## config.mk

```make
export PLATFORM = sky130hd
export DESIGN_NAME = spi_fifo_ctrl
export DESIGN_NICKNAME = d
export VERILOG_FILES = /design/src/rtl/spi_fifo_ctrl.sv
export SDC_FILE = /design/constraint.sdc
export NUM_CORES = 1
export LEC_CHECK = 0
export BUFFER_PORTS_ARGS = -buffer_cell sky130_fd_sc_hd__buf_4
export CORE_AREA = 2 2 149 151
export DETAILED_ROUTE_END_ITERATION = 7
export DIE_AREA = 0 0 151 153
export PLACE_DENSITY_LB_ADDON = 0.12
export SLEW_MARGIN = 20
export SYNTH_ARGS = -nofsm -noshare
export SYNTH_HDL_FRONTEND = slang
export SYNTH_SLANG_ARGS = --single-unit
```

## constraint.sdc

```tcl
create_clock -name clk -period 4 [get_ports clk]
set_input_delay 0.2 -clock clk [delete_from_list [all_inputs] [get_ports clk]]
set_output_delay 0.2 -clock clk [all_outputs]
set_load 0.01 [all_outputs]
```

## src/rtl/spi_fifo_ctrl.sv

```systemverilog
`timescale 1ns/1ps
// spi_fifo_ctrl
// Buffered byte-stream front end for the SPI path. CPU-written bytes are
// queued in a TX FIFO. One shifter transfer is launched per byte, and each
// received byte is collected in an RX FIFO. The block also owns the SPI
// chip-select bit and a level interrupt.
//
// Ports
//   clk, rst         system clock, synchronous active-low reset
//   cs, we, addr     CPU bus access qualifier, write enable, register select
//   din / dout       CPU write data / read data (combinational mux)
//   rdy              stall (low-true), always 1
//   irq              level interrupt (high-true)
//   sh_start/sh_txd  launch pulse and byte to the downstream shifter
//   sh_busy          shifter busy (status only, unused for sequencing)
//   sh_done/sh_rxd   completion pulse and received byte from the shifter
//   spi_cs0          SPI chip select (CTRL bit 0)
module spi_fifo_ctrl #(
  parameter int AW = 4
) (
  input  logic       clk,
  input  logic       rst,
  input  logic       cs,
  input  logic       we,
  input  logic [1:0] addr,
  input  logic [7:0] din,
  output logic [7:0] dout,
  output logic       rdy,
  output logic       irq,
  output logic       sh_start,
  output logic [7:0] sh_txd,
  input  logic       sh_busy,
  input  logic       sh_done,
  input  logic [7:0] sh_rxd,
  output logic       spi_cs0
);

  localparam int          DEPTH      = 1 << AW;
  localparam logic [AW:0] FULL_COUNT = {1'b1, {AW{1'b0}}};
  localparam logic [AW:0] PTR_ONE    = {{AW{1'b0}}, 1'b1};

  typedef enum logic [0:0] {ST_IDLE = 1'b0, ST_WAIT = 1'b1} state_t;

  state_t      state, state_nxt;
  logic [7:0]  tx_mem [DEPTH];
  logic [7:0]  rx_mem [DEPTH];
  logic [AW:0] tx_wp, tx_rp, rx_wp, rx_rp;
  logic [AW:0] tx_count, rx_count;
  logic        tx_empty, tx_full, rx_empty, rx_full;
  logic [3:0]  ctrl;
  logic        tx_ovf;
  logic        bus_wr, bus_rd;
  logic        flush, tx_push, tx_ovf_set, ovf_clr, ctrl_wr, rx_pop;
  logic        launch, rx_push, busy, rx_discard;
  logic [7:0]  status, rx_head;
  logic        unused_ok;

  // Pointers carry one extra bit so that full and empty stay distinct across wrap.
  assign tx_count   = tx_wp - tx_rp;
  assign rx_count   = rx_wp - rx_rp;
  assign tx_empty   = (tx_wp == tx_rp);
  assign rx_empty   = (rx_wp == rx_rp);
  assign tx_full    = (tx_count == FULL_COUNT);
  assign rx_full    = (rx_count == FULL_COUNT);
  assign rx_discard = ctrl[3];
  assign bus_wr     = cs & we;
  assign bus_rd     = cs & ~we;
  assign busy       = (state != ST_IDLE) | ~tx_empty;
  assign status     = {1'b0, ctrl[0], tx_ovf, rx_full, ~rx_empty, tx_empty, tx_full, busy};
  assign rx_head    = rx_empty ? 8'h00 : rx_mem[rx_rp[AW-1:0]];
  assign rdy        = 1'b1;
  assign spi_cs0    = ctrl[0];
  assign irq        = (ctrl[1] & ~rx_empty) | (ctrl[2] & tx_empty & (state == ST_IDLE));
  assign unused_ok  = sh_busy;

  // Bus decode: register-side effects of the current CPU access.
  always_comb begin
    flush      = 1'b0;
    tx_push    = 1'b0;
    tx_ovf_set = 1'b0;
    ovf_clr    = 1'b0;
    ctrl_wr    = 1'b0;
    rx_pop     = 1'b0;
    if (bus_wr) begin
      case (addr)
        2'd1: begin
          // Fullness is judged before any same-cycle FSM pop.
          if (tx_full) begin
            tx_ovf_set = 1'b1;
          end else begin
            tx_push = 1'b1;
          end
        end
        2'd2: begin
          ovf_clr = din[0];
          flush   = din[1];
        end
        2'd3:    ctrl_wr = 1'b1;
        default: ctrl_wr = 1'b0;
      endcase
    end else if (bus_rd) begin
      rx_pop = (addr == 2'd1) & ~rx_empty;
    end else begin
      rx_pop = 1'b0;
    end
  end

  // Transfer FSM: next state, TX pop/launch and RX push.
  always_comb begin
    state_nxt = state;
    launch    = 1'b0;
    rx_push   = 1'b0;
    case (state)
      ST_IDLE: begin
        // A full RX holds the stream unless received bytes are being discarded.
        if (~tx_empty & (~rx_full | rx_discard) & ~flush) begin
          launch    = 1'b1;
          state_nxt = ST_WAIT;
        end else begin
          state_nxt = ST_IDLE;
        end
      end
      ST_WAIT: begin
        if (sh_done) begin
          // The full guard covers discard being cleared while a byte is in flight.
          rx_push   = ~rx_discard & ~flush & (~rx_full | rx_pop);
          state_nxt = ST_IDLE;
        end else begin
          state_nxt = ST_WAIT;
        end
      end
      default: state_nxt = ST_IDLE;
    endcase
  end

  // Control state, FIFO pointers and shifter launch registers.
  always_ff @(posedge clk) begin
    if (!rst) begin
      state    <= ST_IDLE;
      tx_wp    <= '0;
      tx_rp    <= '0;
      rx_wp    <= '0;
      rx_rp    <= '0;
      ctrl     <= 4'h1;
      tx_ovf   <= 1'b0;
      sh_start <= 1'b0;
      sh_txd   <= 8'h00;
    end else begin
      state    <= state_nxt;
      sh_start <= launch;
      if (launch) begin
        sh_txd <= tx_mem[tx_rp[AW-1:0]];
      end
      if (tx_ovf_set) begin
        tx_ovf <= 1'b1;
      end else if (ovf_clr) begin
        tx_ovf <= 1'b0;
      end
      if (ctrl_wr) begin
        ctrl <= din[3:0];
      end
      if (flush) begin
        tx_wp <= '0;
        tx_rp <= '0;
        rx_wp <= '0;
        rx_rp <= '0;
      end else begin
        if (tx_push) tx_wp <= tx_wp + PTR_ONE;
        if (launch)  tx_rp <= tx_rp + PTR_ONE;
        if (rx_push) rx_wp <= rx_wp + PTR_ONE;
        if (rx_pop)  rx_rp <= rx_rp + PTR_ONE;
      end
    end
  end

  // FIFO storage; contents are don't-care until pointers make them visible.
  always_ff @(posedge clk) begin
    if (tx_push) tx_mem[tx_wp[AW-1:0]] <= din;
    if (rx_push) rx_mem[rx_wp[AW-1:0]] <= sh_rxd;
  end

  // CPU read data mux.
  always_comb begin
    dout = 8'h00;
    case (addr)
      2'd0:    dout = status;
      2'd1:    dout = rx_head;
      2'd2:    dout = 8'(rx_count);
      2'd3:    dout = {4'h0, ctrl};
      default: dout = 8'h00;
    endcase
  end

endmodule

```

# After elaboration in Yosys (flattened, before gate mapping)
# Memories as Yosys holds them, arrays and structs flattened. A register that Yosys moved wholly into a read port is not among the register bits.
# Index checks and enable logic that the tools add are counted.
# W data, S select, Z words.
[word_totals] register_bits=27 ramBits=256 inputBits=24 out_inout_bits=20 word_cells=79 n_memories=2
[op_classes] add_sub_neg=6 n_eq_ne=7 muxes=30 n_bitwise=22 n_reduce_logical=4
[mem_list] name="rx_mem" depth=16 word_bits=8 read_ports=1 rd_ports_with_merged_regs=1 write_ports=1 line_no="46" text="logic [7:0] rx_mem [DEPTH];"
[mem_list] name="tx_mem" depth=16 word_bits=8 read_ports=1 rd_ports_with_merged_regs=1 write_ports=1 line_no="45" text="logic [7:0] tx_mem [DEPTH];"
[ops] op="$pmux W8 S4" n=1
[ops] op="$mux W1" n=25
[ops] op="$add A5 B1 Y5 const B" n=4
[ops] op="$and A1 B1 Y1" n=10
[ops] op="$eq A5 B5 Y1" n=2
[ops] op="$eq A5 B5 Y1 const B" n=2
[ops] op="$sub A5 B5 Y5" n=2
[ops] op="$mux W4" n=2
[ops] op="$mux W8" n=1
[ops] op="$not A1 Y1" n=8
[ops] op="$eq A2 B2 Y1 const B" n=2
[ops] op="$or A1 B1 Y1" n=4
[ops] op="$eq A2 B1 Y1 const B" n=1
[ops] op="$logic_not A2 Y1" n=1
[ops] op="$pmux W1 S2" n=1
[ops] op="$reduce_bool A2 Y1" n=1
[ops] op="$reduce_or A2 Y1" n=1
[ops] op="$logic_not A1 Y1" n=1

# Longest topological paths before layout
# Gate-level depths: netlist of run 1.
[depth] ltp_word=11 depth_mapped=11 depth_no_buf=9

# Worst setup path after synthesis of run 1
# Ideal clock, no wire load.
[synth_path] path_kind="reg-to-reg" startpoint="register tx_rp[1]" endpoint="memory tx_mem[2][0], enable pin" setup_time_ns=0.383 t_arrival_ns=3.071 required_ns=3.617 slack_ns=0.546 path_stages_with_launch=12 n_path_buf=3 synth_period_minus_slack_ns=3.454 cell_sequence="dfxtp_1 > buf_2 > buf_2 > buf_1 > inv_1 > ha_1 > nor2b_1 > o21a_1 > o211a_1 > o31ai_4 > nand2_1 > nor3_1"
[synth_via] elab_chain_len=7
[synth_lines] item="start, declared" line_no="47" text="logic [AW:0] tx_wp, tx_rp, rx_wp, rx_rp;"
[synth_lines] item="start signal, assigned" line_no="169" text="if (launch) tx_rp <= tx_rp + PTR_ONE;"
[synth_lines] item="$sub A5 B5 Y5" line_no="59" text="assign tx_count = tx_wp - tx_rp;"
[synth_lines] item="$eq A5 B5 Y1" line_no="63" text="assign tx_full = (tx_count == FULL_COUNT);"
[synth_lines] item="$mux W1" line_no="88" text="if (tx_full) begin"
[synth_lines] item="$mux W1" line_no="85" text="case (addr)"
[synth_lines] item="$mux W1" line_no="84" text="if (bus_wr) begin"
[synth_lines] item="$mux W1" line_no="178" text="if (tx_push) tx_mem[tx_wp[AW-1:0]] <= din;"
[synth_lines] item="$mux W1 (implied by the code)" line_no="178"
[synth_lines] item="end, declared" line_no="45"
# Every way passes these cells.

# Final worst setup path of run 1
[layout_path] startpoint="register rx_wp[0]" endpoint="memory rx_mem[15][0], enable pin"
[layout_via] elab_chain_len=11 elab_cells_between_ends=14 cone_classes="add/sub (1); eq/ne (2); mux (6); bitwise (5)"
[layout_lines] item="start, declared" line_no="47"
[layout_lines] item="start signal, assigned" line_no="170" text="if (rx_push) rx_wp <= rx_wp + PTR_ONE;"
[layout_lines] item="parallel branches: the longest is 11 deep, another holds $sub A5 B5 Y5"
[layout_lines] item="end, declared" line_no="46"
# Several ways; the timed one is not identified.

==> out/results.ini, run 1 <==
[status]
status=finished, final reports clean

[setup_path]
cp.arrival_ns=3.61
cp_max_fo=21
r2r_slack_ns=0.58
cp-start-kind=register
crit_type=register to register
cp-end-kind=register
r2r_cells=9
crit_start=rx_wp[0]
cp.required_ns=4.19
r2r_start=rx_wp[0]
worstReg2RegEnd=rx_mem[15][0]

[die]
num_rows=54
core_area_sq_mm=0.0215
die-area_sq_mm=0.0231
die_h_microns=153
fp.dieW_microns=151
start_util_pct=56.8
design.portCount=44

[clock_tree]
clkLatencyLatePin_ns=0.55
cts.sinks=295
cts-htree-levels=1
worst_setup_hold_path_clk_slew_ns=0.06
cts-resized-gates=0
cts_hold_buf=15
cts_buffers=30
root_buffer=clkbuf_16
postCtsSetupBuffers=0
clockBufferDepth=3
cts_tree=done

[pwr]
clockPowerShare_pct=38.6
internal_power_w=0.00530
pwr_density_cell_mw_per_mm2=495
peakVddDrop_v=0.000296
p_sw_share_pct=23.3
p_comb_share_pct=11.7
seqPwrFrac_pct=49.7
p_leak_nw=4.64
p_sw_w=0.00161

[yosys]
synth.avg_cell_area_sq_um=16.8
synth-main-ff-cell=edfxtp_1
synth.net_count=771
ys_async_sr_fraction_pct=0
ys_ff_latch=295
syn_area_sq_mm=0.0122
ys_seq_area_share_pct=69.3
synthDistinctLibCells=62
syn_inst=728
yosysWarningCount=0
synth_edf_count=256

[flow_run]
maxCapViolations=0

[placed_design]
gp_congestion=0.825
place_inst=1038
io_buffer_count=41
place_ws_ns=0.590
dp_hpwl_microns=16600

[timing]
final.setup.tns_ns=0
max_freq_ghz=0.292
setup_viol=0
rsz0062_at_grt=false
worst_slew_pin_slew_ns=0.984
relSlewSlack_pct=33.9
layout_min_cycle_time_ns=3.42
period_share_pct=85.5
finalMaxSlewViolations=0
hold_viol=0
setup_ws_ns=0.579
clock_skew_ns=0.0145

[routing]
viasPerCell=6.09
dr.pass1.iters=5
finalWirelength_microns=25400
via_count=6747
drc=0
avgRoutedWirePerCell_microns=23.0
postRouteAntennaNets=0
first_iter_violations=569

[hold_path]
min_path_type=primary input to register
holdPathEnd=tx_mem[3][3]
hold_depth=1
min_from=din[3]

[finish]
syn_to_final_growth_pct=14.5
final_cells=1108
final_nets=848
layout-drive-gt1-share_pct=23.8
n_antenna_cell=0

[global_routing]
grt_pass1_vias=6733
grt_pass1_wl_microns=38900
grt_overflow=0
grt_max_degree=46
grt_use_total_pct=22.6
antenna_found_initial=0

[critical path, cell delays in order (launching register included)]
cell	delay, ns
dfxtp_1	0.42
inv_1	0.12
ha_1	0.24
fa_1	0.41
nand2b_1	0.16
a21oi_1	0.24
xnor2_1	0.14
a31oi_2	0.66
nand3_1	0.24
inv_1	0.42
[cell usage after synthesis, types with 7 or more instances]
cell type    n  area (sq um)
mux4_2      53          1190
o2111ai_1    9          78.8
buf_2        9          45.0
nand3_1     21           105
mux2_2      26           293
edfxtp_1   256          7690
o32ai_1      8          70.1
nand2_1     40           150
and3_1      15          93.8
o211ai_1     9          67.6
inv_1       15          56.3
ha_1        18           225
clkbuf_1    15          56.3
xnor2_1      7          61.3
o21ai_0     20           100
nor2_1      33           124
nor2b_1      7          43.8
nor3_1      13          65.1
a21oi_1     20           100
mux2i_1     19           190
dfxtp_1     39           781
[worst max path at each step]
stage | end | slack [ns] | cells past startpoint
floorplan | tx_mem[2][0] | 0.55 | 11
global placement | rx_mem[14][3] | 0.75 | 8
detailed placement | rx_mem[15][0] | 0.59 | 9
CTS | rx_mem[15][0] | 0.57 | 9
global route | rx_mem[2][0] | 0.34 | 8
finish | rx_mem[15][0] | 0.58 | 9
[power by group through the flow]
stage	logic (W)	clock network, W	registers, W
2_1_floorplan	0.000535	0	0.00351
3_3_place_gp	0.000780	0	0.00350
3_5_place_dp	0.000798	0	0.00350
4_1_cts	0.000813	0.00270	0.00344
5_1_grt	0.000880	0.00283	0.00344
6_report	0.000810	0.00267	0.00344
[routing by layer]
metal	vias up	global-route usage (%)	share of wire [%]
li1	3046	-	-
met1	3424	35.9	47
met2	236	33.7	46
met3	41	3.04	5.8
met4	0	5.43	1.8
met5	-	0	0
[cell families (layout without fill, tap and decap cells)]
| group | Yosys count | after routing | synth area share [%] |
|---|---|---|---|
| mux | 98 | 98 | 13.7 |
| simple gates | 162 | 162 | 6.77 |
| fa+ha+maj | 19 | 19 | 2.01 |
| flops | 295 | 295 | 69.3 |
| buf+inv | 49 | 149 | 1.82 |
| other cells | 1 | 1 | 0.0307 |
| compound gates | 90 | 90 | 5.18 |
| xor+xnor | 14 | 14 | 1.13 |
[registers in the layout, indices dropped and copies added, names as in the netlist, named ones only]
name,count
rx_mem,128
tx_mem,128
sh_txd,8
rx_rp,5
rx_wp,5
tx_rp,5
tx_wp,5
ctrl,4
sh_start,1
state,1
tx_ovf,1
[placed cells by master, fill, tap and decap left out, drive strengths merged, types with 2 or more instances in the layout]
master / n
nor2: 33
mux4: 53
nand3: 21
o21a: 2
o21ai: 21
and3: 15
edfxtp: 256
inv: 16
a21oi: 20
mux2i: 19
nor4: 5
dfxtp: 39
nand4: 4
dlygate4sd3: 15
nand2: 41
nor2b: 7
ha: 18
mux2: 26
a211oi: 2
o31a: 2
and2: 4
o211ai: 9
nand4b: 2
clkinv: 11
nand2b: 5
clkbuf: 42
a32o: 2
o31ai: 3
or3: 5
xor2: 7
nor3: 13
xnor2: 7
o32ai: 8
a21o: 4
buf: 63
o2111ai: 9
[final cells by class]
class	count	area (sq um)
fillers	1490	7510
well taps	280	350
inverters	16	60.1
clock inverters	13	90.1
multi-input cells	384	3530
clock buffers	42	857
flip-flops and latches	295	8470
repair buffers	78	623
[metrics by stage]
stage	hold slack [ns]	instance area (sq um)	utilization, %	power, W
after global routing	0.0158	14000	65.1	0.00715
after floorplan	0.299	12200	-	0.00404
final	0.0215	14000	65.1	0.00691
after detailed placement	0.496	12900	60.0	0.00430
after global placement	0.490	12900	59.9	0.00428
after CTS	0.0126	14000	65.1	0.00695
Power figures use the tool's default switching activity.
==> inputs of run 2 (changes only) <==
--- a/config.mk
+++ b/config.mk
@@ -5,10 +5,11 @@
 export SDC_FILE = /design/constraint.sdc
 export NUM_CORES = 1
 export LEC_CHECK = 0
+export ABC_AREA = 1
 export BUFFER_PORTS_ARGS = -buffer_cell sky130_fd_sc_hd__buf_4
-export CORE_AREA = 2 2 149 151
+export CORE_AREA = 2 2 152 154
 export DETAILED_ROUTE_END_ITERATION = 7
-export DIE_AREA = 0 0 151 153
+export DIE_AREA = 0 0 154 156
 export PLACE_DENSITY_LB_ADDON = 0.12
 export SLEW_MARGIN = 20
 export SYNTH_ARGS = -nofsm -noshare
==> out/results.ini, run 2 <==
[status]
status=finished, final reports clean

[yosys]
yosysWarningCount=0  ; unchanged
synthDistinctLibCells=44  ; -29%
ys_ff_latch=295  ; unchanged
synth.net_count=1237  ; +60%
syn_area_sq_mm=0.0128  ; +5.2%
synthTopCellsByArea=edfxtp_1 60%, dfxtp_1 6.1%, nand2_1 4.8%
synthMuxAreaShare_pct=0.234  ; -13 points
syn_inst=1194  ; +64%
yosys.area_share.simple_pct=15.3  ; +8.6 points
post-synth-top-area-fraction_pct=59.8  ; -3.1 points
ys_async_sr_fraction_pct=0  ; unchanged
synthAdderAreaFrac_pct=1.91  ; -0.099 points
synth_top_cell_by_area=edfxtp_1
synth.avg_cell_area_sq_um=10.8  ; -36%
synth_most_common_cell=edfxtp_1
synth_top_family_by_area=simple AND/OR/NAND/NOR gates
synth-main-ff-cell=edfxtp_1
synth_edf_count=256  ; unchanged
synth_compound_area_share_pct=9.97  ; +4.8 points
ys_seq_area_share_pct=65.9  ; -3.4 points
synthTopCellsByCount=256 x edfxtp_1, 164 x nand2_1, 146 x nor2_1
synth_xor_area_share_pct=0.604  ; -0.52 points

[setup_path]
cp_slowest_cell=dfxtp_1
critPathMaxStageDelay_ns=0.58  ; -0.08 ns
cp_num_buf_inv=2  ; unchanged
cp_max_fo=11  ; -48%
path_depth=8  ; -1
crit_start=tx_rp[3]
path_delay_family=flip-flops
cp.required_ns=3.80  ; -0.39 ns
r2r_start=tx_rp[3]
cp.arrival_ns=2.81  ; -0.80 ns
cp-end-kind=output pin
cp-start-kind=register
crit_type=register to output pin
r2r_cells=12  ; +3
crit_chain=inv_1, ha_1, a21oi_1, nand3_1, nand2_1, nand3_2, o21ai_0, buf_4

[hold_path]
min_path_type=primary input to register
min_from=sh_rxd[1]
hold_depth=1  ; unchanged

[placed_design]
dp_hpwl_microns=17700  ; +6.5%
gp_congestion=0.866  ; +4.9%
io_buffer_count=41  ; unchanged

[clock_tree]
cts-resized-gates=0  ; unchanged
cts-htree-levels=1  ; unchanged
clockBufferDepth=3  ; unchanged
postCtsSetupBuffers=0  ; unchanged
clkLatencyLatePin_ns=0.54  ; about the same
cts.sinks=295  ; unchanged
cts_buffers=29  ; -3.3%
worst_setup_hold_path_clk_slew_ns=0.06  ; about the same
root_buffer=clkbuf_16
cts_tree=done

[global_routing]
grt_max_degree=97  ; +110%
antenna_found_initial=0  ; unchanged
grt_use_total_pct=23.6  ; +0.99 points
grt_overflow=0  ; unchanged
grt_pass1_wl_microns=43600  ; +12%
grt_pass1_vias=8080  ; +20%

[timing]
worst_slew_pin_slew_ns=0.897  ; -0.0871 ns
setup_viol=0  ; unchanged
hold_slack_ns=0.00896  ; -0.0125 ns
hold_viol=0  ; unchanged
relSlewSlack_pct=40.2  ; +6.3 points
period_share_pct=75.1  ; -10 points
max_freq_ghz=0.333  ; +14%
layout_min_cycle_time_ns=3.01  ; -0.415 ns
rsz0062_at_grt=false
final.setup.tns_ns=0  ; unchanged
finalMaxSlewViolations=0  ; unchanged
clock_skew_ns=0.0138  ; -0.000787 ns

[pwr]
pwr_density_cell_mw_per_mm2=515  ; +4.2%
peakVddDrop_v=0.000334  ; +13%
p_leak_nw=5.38  ; +16%

[finish]
syn_to_final_growth_pct=13.9
final_nets=1301  ; +53%
n_antenna_cell=0  ; unchanged
final_common_cell=edfxtp_1
mostFrequentLayoutCells=256 x edfxtp_1, 164 x nand2_1, 146 x nor2_1
layout-drive-gt1-share_pct=11.7  ; -12 points

[die]
core_area_sq_mm=0.0224  ; +4.1%
design.portCount=44  ; unchanged
die_h_microns=156  ; +2.0%
fp.dieW_microns=154  ; +2.0%
start_util_pct=57.4  ; +0.58 points
die-area_sq_mm=0.0240  ; +4.0%
num_rows=55  ; +1.9%

[routing]
first_iter_violations=652  ; +15%
drc=0  ; unchanged
avgRoutedWirePerCell_microns=18.0  ; -21%
viasPerCell=5.52  ; -9.3%
postRouteAntennaNets=0  ; unchanged
dr.pass1.iters=5  ; unchanged
via_count=8640  ; +28%
finalWirelength_microns=28200  ; +11%

[flow_run]
maxCapViolations=0  ; unchanged

## run 2: layout make-up
cell class | instances | area (sq um)
clock buffers | 41 | 873
fillers | 1701 | 7730
inverters | 125 | 469
repair buffers | 92 | 731
clock inverters | 12 | 118
well taps | 285 | 357
multi-input cells | 715 | 3610
flip-flops and latches | 295 | 8480
## run 2: path summary, 6_finish.rpt
path	slack, ns	endpoint
setup / recovery	0.99	dout[1]
hold / removal	0.009	rx_mem[7][1]
setup reg to reg	1.05	tx_mem[14][7]
hold reg to reg	0.48	tx_ovf
## run 2: timing repair
item	CTS	global route
hold buffers	11	0
setup endpoints to repair	0	0
hold endpoints to repair	153	0
## run 2: per-stage QoR
step                      util [%]  cell area, sq um  setup slack [ns]  power [W]  std cells
after global routing          65.4             14600             0.735    0.00787       1565
after CTS                     65.4             14600             0.988    0.00758       1565
final                         65.4             14600             0.994    0.00754       1565
after detailed placement      60.5             13500              1.08    0.00483       1501
after floorplan                  -             12800              1.14    0.00446       1194
after global placement        60.5             13500              1.10    0.00481       1501
## run 2: cell families after synthesis
family          after synthesis
other cells                   1
flops                       295
simple gates                450
xor+xnor                      8
fa+ha+maj                    19
buf+inv                     184
mux                           3
compound gates              234
## run 2: power by group
part	leakage, nW	internal [W]	total, W	switching (W)
sequential	2.62	0.00341	0.00349	0.0000856
clock	0.500	0.00165	0.00276	0.00111
combinational	2.25	0.000426	0.00129	0.000860
## run 2: metal layers
layer | track usage, % | up-vias | wire length [microns]
li1 | - | 4259 | -
met1 | 35.1 | 4127 | 13300
met2 | 37.2 | 227 | 12800
met3 | 3.53 | 27 | 1840
met4 | 5.07 | 0 | 332
met5 | 0 | - | 0
## run 2: worst reg2reg max path, stage by stage (launching register included)
cell	delay [ns]
dfxtp_1	0.58
inv_1	0.32
ha_1	0.40
nand2_1	0.10
inv_1	0.04
nand2_1	0.09
nand2_1	0.06
nand2_1	0.05
nand2_1	0.07
nand3_2	0.16
nand2_2	0.26
nor3_1	0.30
buf_4	0.23
